File: config.mk
export PLATFORM = sky130hd
export DESIGN_NAME = adc_serial_responder
export DESIGN_NICKNAME = d
export VERILOG_FILES = /design/src/rtl/adc_serial_responder.sv
export SDC_FILE = /design/constraint.sdc
export NUM_CORES = 1
export LEC_CHECK = 0
export CAP_MARGIN = 20
export CORE_ASPECT_RATIO = 1.75
export CORE_UTILIZATION = 30
export CTS_BUF_LIST = sky130_fd_sc_hd__clkbuf_16
export DETAILED_ROUTE_END_ITERATION = 7
export SYNTH_ARGS = -nofsm -noshare
export SYNTH_HDL_FRONTEND = slang
export SYNTH_SLANG_ARGS = --single-unit
File: constraint.sdc
create_clock -name Clock -period 5.45 [get_ports Clock]
set_input_delay 0.545 -clock Clock [delete_from_list [all_inputs] [get_ports Clock]]
set_output_delay 0.545 -clock Clock [all_outputs]
set_load 0.005 [all_outputs]
File: src/rtl/adc_serial_responder.sv
// ---------------------------------------------------------------------------
// adc_serial_responder
//
// Far-end model of an ADC's serial control and calibration pins. Write
// frames arrive on Sclk/Sdata/Select and are decoded into a 16x16 register
// file. A rising Cal level is answered with a delayed, fixed-length
// CalRunning pulse. PD aborts a calibration in progress and blocks frames.
//
// Ports
//   Clock       in   1   system clock, rising edge
//   Reset       in   1   synchronous, active-low reset
//   InSclk      in   1   serial clock (asynchronous to Clock)
//   InSdata     in   1   serial data, MSB first
//   InSelect    in   1   frame select, active low
//   InCal       in   1   calibration request level
//   InPD        in   1   power-down level
//   RdAddr      in   4   register-file read address
//   RdData      out  16  registered reg[RdAddr], one cycle latency
//   RegWrite    out  1   one-cycle strobe when a frame commits
//   RegAddr     out  4   address of the last committed frame
//   RegData     out  16  data of the last committed frame
//   FrameError  out  1   one-cycle strobe when a frame is rejected
//   CalRunning  out  1   high while the modelled calibration runs
// ---------------------------------------------------------------------------
module adc_serial_responder #(
    parameter logic [11:0] HEADER     = 12'h001,
    parameter int unsigned CAL_DELAY  = 4,
    parameter int unsigned CAL_CYCLES = 10
) (
    input  logic        Clock,
    input  logic        Reset,
    input  logic        InSclk,
    input  logic        InSdata,
    input  logic        InSelect,
    input  logic        InCal,
    input  logic        InPD,
    input  logic [3:0]  RdAddr,
    output logic [15:0] RdData,
    output logic        RegWrite,
    output logic [3:0]  RegAddr,
    output logic [15:0] RegData,
    output logic        FrameError,
    output logic        CalRunning
);

    // Bit positions of the pins inside the synchronizer vectors
    localparam int SCLK   = 0;
    localparam int SDATA  = 1;
    localparam int SELECT = 2;
    localparam int CAL    = 3;
    localparam int PD     = 4;

    // Last count values of the calibration timers
    localparam logic [7:0]  WAIT_LAST = 8'(CAL_DELAY - 1);
    localparam logic [15:0] RUN_LAST  = 16'(CAL_CYCLES - 1);

    typedef enum logic [1:0] {
        F_IDLE,
        F_SHIFT,
        F_CHECK
    } frameState_e;

    typedef enum logic [1:0] {
        CAL_IDLE,
        CAL_WAIT,
        CAL_RUN
    } calState_e;

    logic [4:0]  pinsIn;
    logic [4:0]  sync1_q;
    logic [4:0]  sync2_q;
    // History flops exist only for the pins whose edges are used
    logic [2:0]  hist_q;

    logic        sclkRise;
    logic        selectFall;
    logic        selectRise;
    logic        calRise;
    logic        sdataLevel;
    logic        pdLevel;

    frameState_e frameState_q;
    logic [31:0] shifter_q;
    logic [5:0]  bitCount_q;
    logic [5:0]  bitCount_d;
    logic [15:0] regFile_q [16];
    logic        regWrite_q;
    logic [3:0]  regAddr_q;
    logic [15:0] regData_q;
    logic        frameError_q;
    logic [15:0] rdData_q;

    calState_e   calState_q;
    logic [7:0]  waitCount_q;
    logic [15:0] runCount_q;
    logic        calRunning_q;

    assign pinsIn = {InPD, InCal, InSelect, InSdata, InSclk};

    // Two-flop synchronizers for every pin, plus one history flop for the
    // edge-detected pins (Sclk, Select, Cal). An edge shows up on the output
    // of the second stage against the history flop, so the FSMs act on it at
    // the third Clock edge after the pin moved.
    always_ff @(posedge Clock) begin
        if (!Reset) begin
            sync1_q <= '0;
            sync2_q <= '0;
            hist_q  <= '0;
        end else begin
            sync1_q <= pinsIn;
            sync2_q <= sync1_q;
            hist_q  <= {sync2_q[CAL], sync2_q[SELECT], sync2_q[SCLK]};
        end
    end

    assign sclkRise   =  sync2_q[SCLK]   & ~hist_q[0];
    assign selectFall = ~sync2_q[SELECT] &  hist_q[1];
    assign selectRise =  sync2_q[SELECT] & ~hist_q[1];
    assign calRise    =  sync2_q[CAL]    & ~hist_q[2];
    // Sdata is taken from the same stage as Sclk so both see identical delay
    assign sdataLevel =  sync2_q[SDATA];
    assign pdLevel    =  sync2_q[PD];

    // The bit counter stops at 33 so any overlong frame stays distinguishable
    // from a correct 32-bit one without wrapping back.
    always_comb begin
        bitCount_d = bitCount_q;
        if (bitCount_q != 6'd33) begin
            bitCount_d = bitCount_q + 6'd1;
        end
    end

    // Frame FSM. Select low opens a frame, each Sclk rise shifts a bit in,
    // Select high closes it and CHECK decides in one cycle whether to commit
    // to the register file or flag an error. The strobes are registered, so
    // they appear in the cycle after CHECK. PD high while shifting abandons
    // the frame.
    always_ff @(posedge Clock) begin
        if (!Reset) begin
            frameState_q <= F_IDLE;
            shifter_q    <= '0;
            bitCount_q   <= '0;
            regWrite_q   <= 1'b0;
            regAddr_q    <= '0;
            regData_q    <= '0;
            frameError_q <= 1'b0;
            for (int i = 0; i < 16; i++) begin
                regFile_q[i] <= '0;
            end
        end else begin
            regWrite_q   <= 1'b0;
            frameError_q <= 1'b0;
            case (frameState_q)
                F_IDLE: begin
                    if (selectFall && !pdLevel) begin
                        frameState_q <= F_SHIFT;
                        shifter_q    <= '0;
                        bitCount_q   <= '0;
                    end
                end
                F_SHIFT: begin
                    if (pdLevel) begin
                        frameState_q <= F_IDLE;
                        frameError_q <= 1'b1;
                    end else begin
                        if (sclkRise) begin
                            shifter_q  <= {shifter_q[30:0], sdataLevel};
                            bitCount_q <= bitCount_d;
                        end
                        if (selectRise) begin
                            frameState_q <= F_CHECK;
                        end
                    end
                end
                F_CHECK: begin
                    frameState_q <= F_IDLE;
                    if (bitCount_q == 6'd32 && shifter_q[31:20] == HEADER) begin
                        regFile_q[shifter_q[19:16]] <= shifter_q[15:0];
                        regAddr_q  <= shifter_q[19:16];
                        regData_q  <= shifter_q[15:0];
                        regWrite_q <= 1'b1;
                    end else begin
                        frameError_q <= 1'b1;
                    end
                end
                default: begin
                    frameState_q <= F_IDLE;
                end
            endcase
        end
    end

    // Registered read port. A write in the same cycle lands in the array at
    // the same edge, so the old contents are returned and the new value
    // follows one cycle later.
    always_ff @(posedge Clock) begin
        if (!Reset) begin
            rdData_q <= '0;
        end else begin
            rdData_q <= regFile_q[RdAddr];
        end
    end

    // Calibration FSM. Only a fresh Cal rise starts it, so a level held high
    // across the end of a run cannot restart it. WAIT burns CAL_DELAY cycles
    // and RUN holds CalRunning for CAL_CYCLES cycles. PD drops straight back
    // to idle from either busy state.
    always_ff @(posedge Clock) begin
        if (!Reset) begin
            calState_q   <= CAL_IDLE;
            waitCount_q  <= '0;
            runCount_q   <= '0;
            calRunning_q <= 1'b0;
        end else begin
            case (calState_q)
                CAL_IDLE: begin
                    calRunning_q <= 1'b0;
                    if (calRise && !pdLevel) begin
                        calState_q  <= CAL_WAIT;
                        waitCount_q <= '0;
                    end
                end
                CAL_WAIT: begin
                    if (pdLevel) begin
                        calState_q <= CAL_IDLE;
                    end else if (waitCount_q == WAIT_LAST) begin
                        calState_q   <= CAL_RUN;
                        runCount_q   <= '0;
                        calRunning_q <= 1'b1;
                    end else begin
                        waitCount_q <= waitCount_q + 8'd1;
                    end
                end
                CAL_RUN: begin
                    if (pdLevel || runCount_q == RUN_LAST) begin
                        calState_q   <= CAL_IDLE;
                        calRunning_q <= 1'b0;
                    end else begin
                        runCount_q <= runCount_q + 16'd1;
                    end
                end
                default: begin
                    calState_q   <= CAL_IDLE;
                    calRunning_q <= 1'b0;
                end
            endcase
        end
    end

    assign RdData     = rdData_q;
    assign RegWrite   = regWrite_q;
    assign RegAddr    = regAddr_q;
    assign RegData    = regData_q;
    assign FrameError = frameError_q;
    assign CalRunning = calRunning_q;

endmodule

==> impl_metrics.yaml, run 1 <==
finish:
  nFillCells: 5342
  final_common_cell: "edfxtp_1"
  fin_cells: 2039
  drive_gt1_share_pct: 16.0
  nets: 1341
  area_delta_synth_final_pct: 14.3
  final_cell_mix: "edfxtp_1, nor3_1, nand2_1"
  num_antenna_cells: 0
clock_network:
  cts-resized-gates: 0
  ctsHoldBuffers: 0
  cts.sinks: 374
  cts_setup_buffers: 0
  cts-buffers-inserted: 37
  clk_pin_slew_ns: 0.06
  htreeDepth: 2
  clk-insertion-delay-late_ns: 0.55
  cts-root-buf: "clkbuf_16"
  cts_tree: "built"
  cts.path.max_buffers: 3
routing:
  wirelength_mm: 40.8
  drt-vias-per-instance: 5.22
  drtIter0Drc: 572
  drcViolationCount: 8
  wl_per_cell_um: 20.0
  vias: 10600
  dr.pass1.iters: 7
  final_antenna_net_count: 0
global_route:
  grt.met3_usage_pct: 1.82
  grt_busiest_layer: "met2"
  grt_use_met1_pct: 17.0
  grt_pass1_vias: 10900
  grt_pass1_wl_mm: 63.3
  grtUsageMet2_pct: 27.4
  grt_max_degree: 86
  grt.overflow.total: 0
  grtUsageTotal_pct: 14.9
  antenna_found_initial: 0
power:
  peakVddDrop_mv: 0.221
  seqPwrFrac_pct: 52.3
  p_clk_share_pct: 41.1
  powerDensity_nw_per_um2: 318
  p_leak_uw: 0.00602
  switching_share_pct: 22.4
  pwr-share-comb_pct: 6.6
  p_sw_uw: 1340
  p_int_uw: 4660
critical_path:
  cp_common_cell: "buf_4"
  cp_top_family: "simple AND/OR/NAND/NOR gates"
  r2r-start: "bitCount_q[2]$_SDFFE_PN0P_"
  ff2ff_setup_slack_ns: 2.05
  rr_worst_depth: 6
  critPathLaunchType: "flip-flop"
  worstSetupPathType: "reg -> reg"
  crit_required_ns: 5.67
  critical_path.slowest_cell: "or4_4"
  crit_fanout: 85
  end_kind: "flip-flop"
  max_stage_delay_ns: 0.81
  worstPathCellList: "or4b_1, nand4b_4, or4_4, buf_4, o21ai_1, buf_4"
  startpoint: "bitCount_q[2]$_SDFFE_PN0P_"
  crit_buf_inv: 2
  critPathArrivalTime_ns: 3.61
  r2r-end: "regFile_q[3][4]$_SDFFCE_PN0P_"
timing:
  worst_pin_slew_ns: 0.975
  clock_skew_ns: 0.0175
  period_share_pct: 62.4
  finalMaxSlewViolations: 0
  max_slew_margin_pct: 35.0
  max_freq_mhz: 294
  final_hold_viol_count: 0
  tns_ns: 0
  setup_viol: 0
  rsz0062_at_grt: "false"
  min_period_ns: 3.40
yosys:
  synth_top_area_cell: "edfxtp_1"
  syn_area_sq_um: 16500
  ys_ff_latch: 374
  avgSynthCellArea_sq_um: 12.6
  synth_edf_count: 256
  ys_async_sr_fraction_pct: 0
  synth_seq_area_share_pct: 60.9
  ys.flop_type: "edfxtp_1"
  ys_top_cells_by_area: "edfxtp_1, dfxtp_1, mux4_2"
  synthDistinctLibCells: 53
  synth_cells: 1312
  syn_nets: 1332
  ys_warn_count: 0
  synth_top_area_share_pct: 46.6
place:
  gp_routability_congestion: 0.846
  dp_hpwl_mm: 26.6
  place_inst: 1970
  port-buffer-count: 49
die:
  num_rows: 113
  dieArea_sq_um: 56000
  dieWidth_um: 179
  start_util_pct: 30.4
  pin_count: 50
  fp.dieH_um: 312
  core_sq_um: 54300
flow_run:
  cap_violations: 0
hold_path:
  hold_path_depth: 3
  whs_endpoint: "RegAddr[3]$_SDFFE_PN0P_"
  worstHoldStart: "Reset"
  min_path_type: "in -> reg"
status:
  outcome: "finished with violations"
  violations: "DRC"
## routing by layer
layer	part of all wire [%]	wire length, um	vias to the layer above
li1	-	-	5013
met1	38	15500	5290
met2	54	22100	265
met3	4.5	1820	70
met4	3.3	1340	0
met5	0	0	-
## synth_stat cells, types with 4 or more instances
master	n
o31ai_1	9
nor2b_1	5
nor2_1	48
nor3_2	40
and3_1	9
ha_1	9
a41oi_1	7
a21oi_1	12
nor3b_1	4
a22oi_1	32
dfxtp_1	118
o211ai_1	4
o21ai_0	24
mux4_2	64
mux2i_1	57
buf_1	16
or3_1	7
o22ai_1	17
nand4_1	5
buf_2	21
a31oi_1	14
clkbuf_1	74
buf_6	5
inv_1	19
and2_1	14
nand2b_1	9
nor4_1	7
edfxtp_1	256
nand2_1	135
nand3_1	9
nor3_1	222
nor4b_1	4
## through the flow
stage	util (%)	area [sq um]	worst slack [ns]	hold WS (ns)	power, uW
2_1_floorplan	-	16500	1.89	0.412	3450
3_3_place_gp	32.5	17600	1.99	0.418	3590
3_5_place_dp	32.5	17600	2.01	0.421	3600
4_1_cts	34.6	18800	2.00	0.398	6050
5_1_grt	34.7	18800	1.88	0.423	6180
6_report	34.7	18800	2.05	0.418	6000
## logic make-up after synthesis
family	Yosys count	share of synthesized area [%]
simple gates	528	16.7
mux	121	12.2
fa+ha+maj	9	0.683
xor+xnor	3	0.159
flops	374	60.9
compound gates	139	5.74
buf+inv	138	3.57
## how the worst max path moves through the flow
stage                                                 to  slack [ns]  cells after the start
final                      regFile_q[3][4]$_SDFFCE_PN0P_        2.05                      6
after global routing       regFile_q[1][4]$_SDFFCE_PN0P_        1.88                      6
after CTS                  regFile_q[1][8]$_SDFFCE_PN0P_        2.00                      6
after detailed placement   regFile_q[1][5]$_SDFFCE_PN0P_        2.01                      6
after global placement     regFile_q[1][4]$_SDFFCE_PN0P_        1.99                      6
after floorplan           regFile_q[12][0]$_SDFFCE_PN0P_        1.89                      6
## flip-flops by register name (all words and copies together), names as in the netlist, 6 cells and up
| register | count |
|---|---|
| RdData | 16 |
| RegData | 16 |
| bitCount_q | 6 |
| regFile_q | 256 |
| runCount_q | 16 |
| shifter_q | 32 |
| waitCount_q | 8 |
## power by group through the flow
stage	Clock [uW]	Combinational (uW)	Sequential, uW
floorplan	0	256	3190
global placement	0	394	3200
detailed placement	0	400	3200
CTS	2510	401	3140
global route	2610	427	3150
finish	2460	397	3140
## cell type report
| class | instances | area [sq um] | area share, % |
|---|---|---|---|
| flip-flops and latches | 374 | 10100 | 53.3 |
| multi-input cells | 800 | 5900 | 31.3 |
| clock buffers | 39 | 976 | 5.18 |
| well taps | 690 | 863 | 4.58 |
| repair buffers | 88 | 790 | 4.19 |
| clock inverters | 28 | 183 | 0.969 |
| inverters | 20 | 77.6 | 0.412 |
## worst min-delay path, stage by stage
cell	delay (ns)
buf_2	0.13
nand2_1	0.14
mux2i_1	0.09
Note: power is estimated with default switching activity, not from simulation.
==> run 2, diff against run 1 <==
==> constraint.sdc (replaced) <==
create_clock -name Clock -period 3.2 [get_ports Clock]
set_input_delay 0.32 -clock Clock [delete_from_list [all_inputs] [get_ports Clock]]
set_output_delay 0.32 -clock Clock [all_outputs]
set_load 0.005 [all_outputs]
==> impl_metrics.yaml, run 2 (synthesis gave the netlist of run 1 again) <==
routing:
  dr.pass1.iters: 7
  top_layer: "met4"
  routed-wl-met2_mm: 21.7
  wirelength_mm: 39.3
  met1Wirelength_mm: 14.6
  vias: 10700
  drcViolationCount: 16
  drt-vias-per-instance: 5.22
  drtIter0Drc: 532
  met3_length_mm: 1.88
  wl_per_cell_um: 19.2
  final_antenna_net_count: 0
clock_network:
  clk-insertion-delay-late_ns: 0.53
  cts_tree: "built"
  cts-root-buf: "clkbuf_16"
  cts.sinks: 374
  ctsHoldBuffers: 0
  htreeDepth: 2
  cts_setup_buffers: 0
  clk_pin_slew_ns: 0.06
  cts.path.max_buffers: 3
  cts-resized-gates: 0
  cts-buffers-inserted: 36
die:
  dieArea_sq_um: 56000
  num_rows: 113
  core_sq_um: 54300
  fp.dieH_um: 312
  start_util_pct: 30.4
  dieWidth_um: 179
  pin_count: 50
global_route:
  grt_pass1_wl_mm: 61.2
  antenna_found_initial: 0
  grtUsageTotal_pct: 14.3
  grt_max_degree: 74
  grt.overflow.total: 0
  grt_pass1_vias: 10900
timing:
  tns_ns: 0
  period_share_pct: 87.7
  finalMaxSlewViolations: 0
  min_period_ns: 2.81
  max_slew_margin_pct: 41.9
  max_freq_mhz: 356
  setup_viol: 0
  clock_skew_ns: 0.0130
  fin_ws_ns: 0.395
  rsz0062_at_grt: "false"
  final_hold_viol_count: 0
  worst_pin_slew_ns: 0.860
  hold_ws_ns: 0.336
finish:
  final_common_cell: "edfxtp_1"
  reg_top3: "regFile_q x256, shifter_q x32"
  largest_register: "regFile_q"
  largest_reg_flops: 256
  nets: 1354
  final_cell_mix: "edfxtp_1, nor3_1, nand2_1"
  seq_area_sq_um: 10100
  nFillCells: 5319
  area_delta_synth_final_pct: 14.8
  drive_gt1_share_pct: 16.8
  multi_input_area_sq_um: 5900
power:
  powerDensity_nw_per_um2: 529
  p_leak_uw: 0.00605
  peakVddDrop_mv: 0.430
critical_path:
  critPathArrivalTime_ns: 3.03
  worstSetupPathType: "reg -> reg"
  crit_fanout: 29
  crit_required_ns: 3.43
  critPathLaunchType: "flip-flop"
  end_kind: "flip-flop"
  rr_worst_depth: 5
flow_run:
  cap_violations: 0
place:
  port-buffer-count: 49
  gp_routability_congestion: 0.795
  pre_cts_slack_ns: 0.403
  dp_hpwl_mm: 26.2
hold_path:
  hold_path_depth: 3
  min_path_type: "in -> reg"
status:
  outcome: "finished with violations"
  violations: "DRC"
[run 2: final timing paths]
| path | slack [ns] | endpoint | start |
|---|---|---|---|
| setup / recovery | 0.39 | regFile_q[13][6]$_SDFFCE_PN0P_ | bitCount_q[2]$_SDFFE_PN0P_ |
| hold / removal | 0.34 | RegAddr[3]$_SDFFE_PN0P_ | Reset |
| setup reg to reg | 0.39 | regFile_q[13][6]$_SDFFCE_PN0P_ | bitCount_q[2]$_SDFFE_PN0P_ |
| hold reg to reg | 0.43 | sync2_q[4]$_SDFF_PN0_ | sync1_q[4]$_SDFF_PN0_ |
[run 2: final cells by class]
type | instances | area share (%)
multi-input combinational | 800 | 31.2
clock inverter | 21 | 0.760
inverter | 20 | 0.410
timing repair buffer | 102 | 5.13
clock buffer | 37 | 4.89
antenna | 1 | 0.0132
sequential | 374 | 53.1
tap | 690 | 4.56
[run 2: where the power goes]
part | total [uW] | internal, uW | leakage [uW] | switching (uW)
logic | 675 | 285 | 0.00192 | 391
registers | 5340 | 5290 | 0.00359 | 52.5
clock network | 4000 | 2240 | 0.000544 | 1760
total | 10000 | 7820 | 0.00605 | 2200
[run 2: through the flow]
step | power (uW) | instances | util (%) | instance area [sq um]
floorplan | 5870 | 1312 | - | 16500
global placement | 6120 | 1986 | 32.9 | 17900
detailed placement | 6140 | 1986 | 32.9 | 17900
CTS | 10100 | 2044 | 34.9 | 18900
global route | 10300 | 2044 | 34.9 | 18900
finish | 10000 | 2045 | 34.9 | 18900
[run 2: worst max-delay path: stages (launching register included)]
cell,delay [ns]
dfxtp_1,0.35
or4b_1,0.60
nand4b_4,0.23
or4_4,0.71
o31ai_2,0.37
buf_12,0.22
[run 2: metal layers]
layer | GRT usage, % | up-vias
met2 | 26.8 | 264
met5 | 0 | -
met1 | 16.0 | 5326
met4 | 5.08 | 0
met3 | 1.87 | 68
li1 | - | 5027
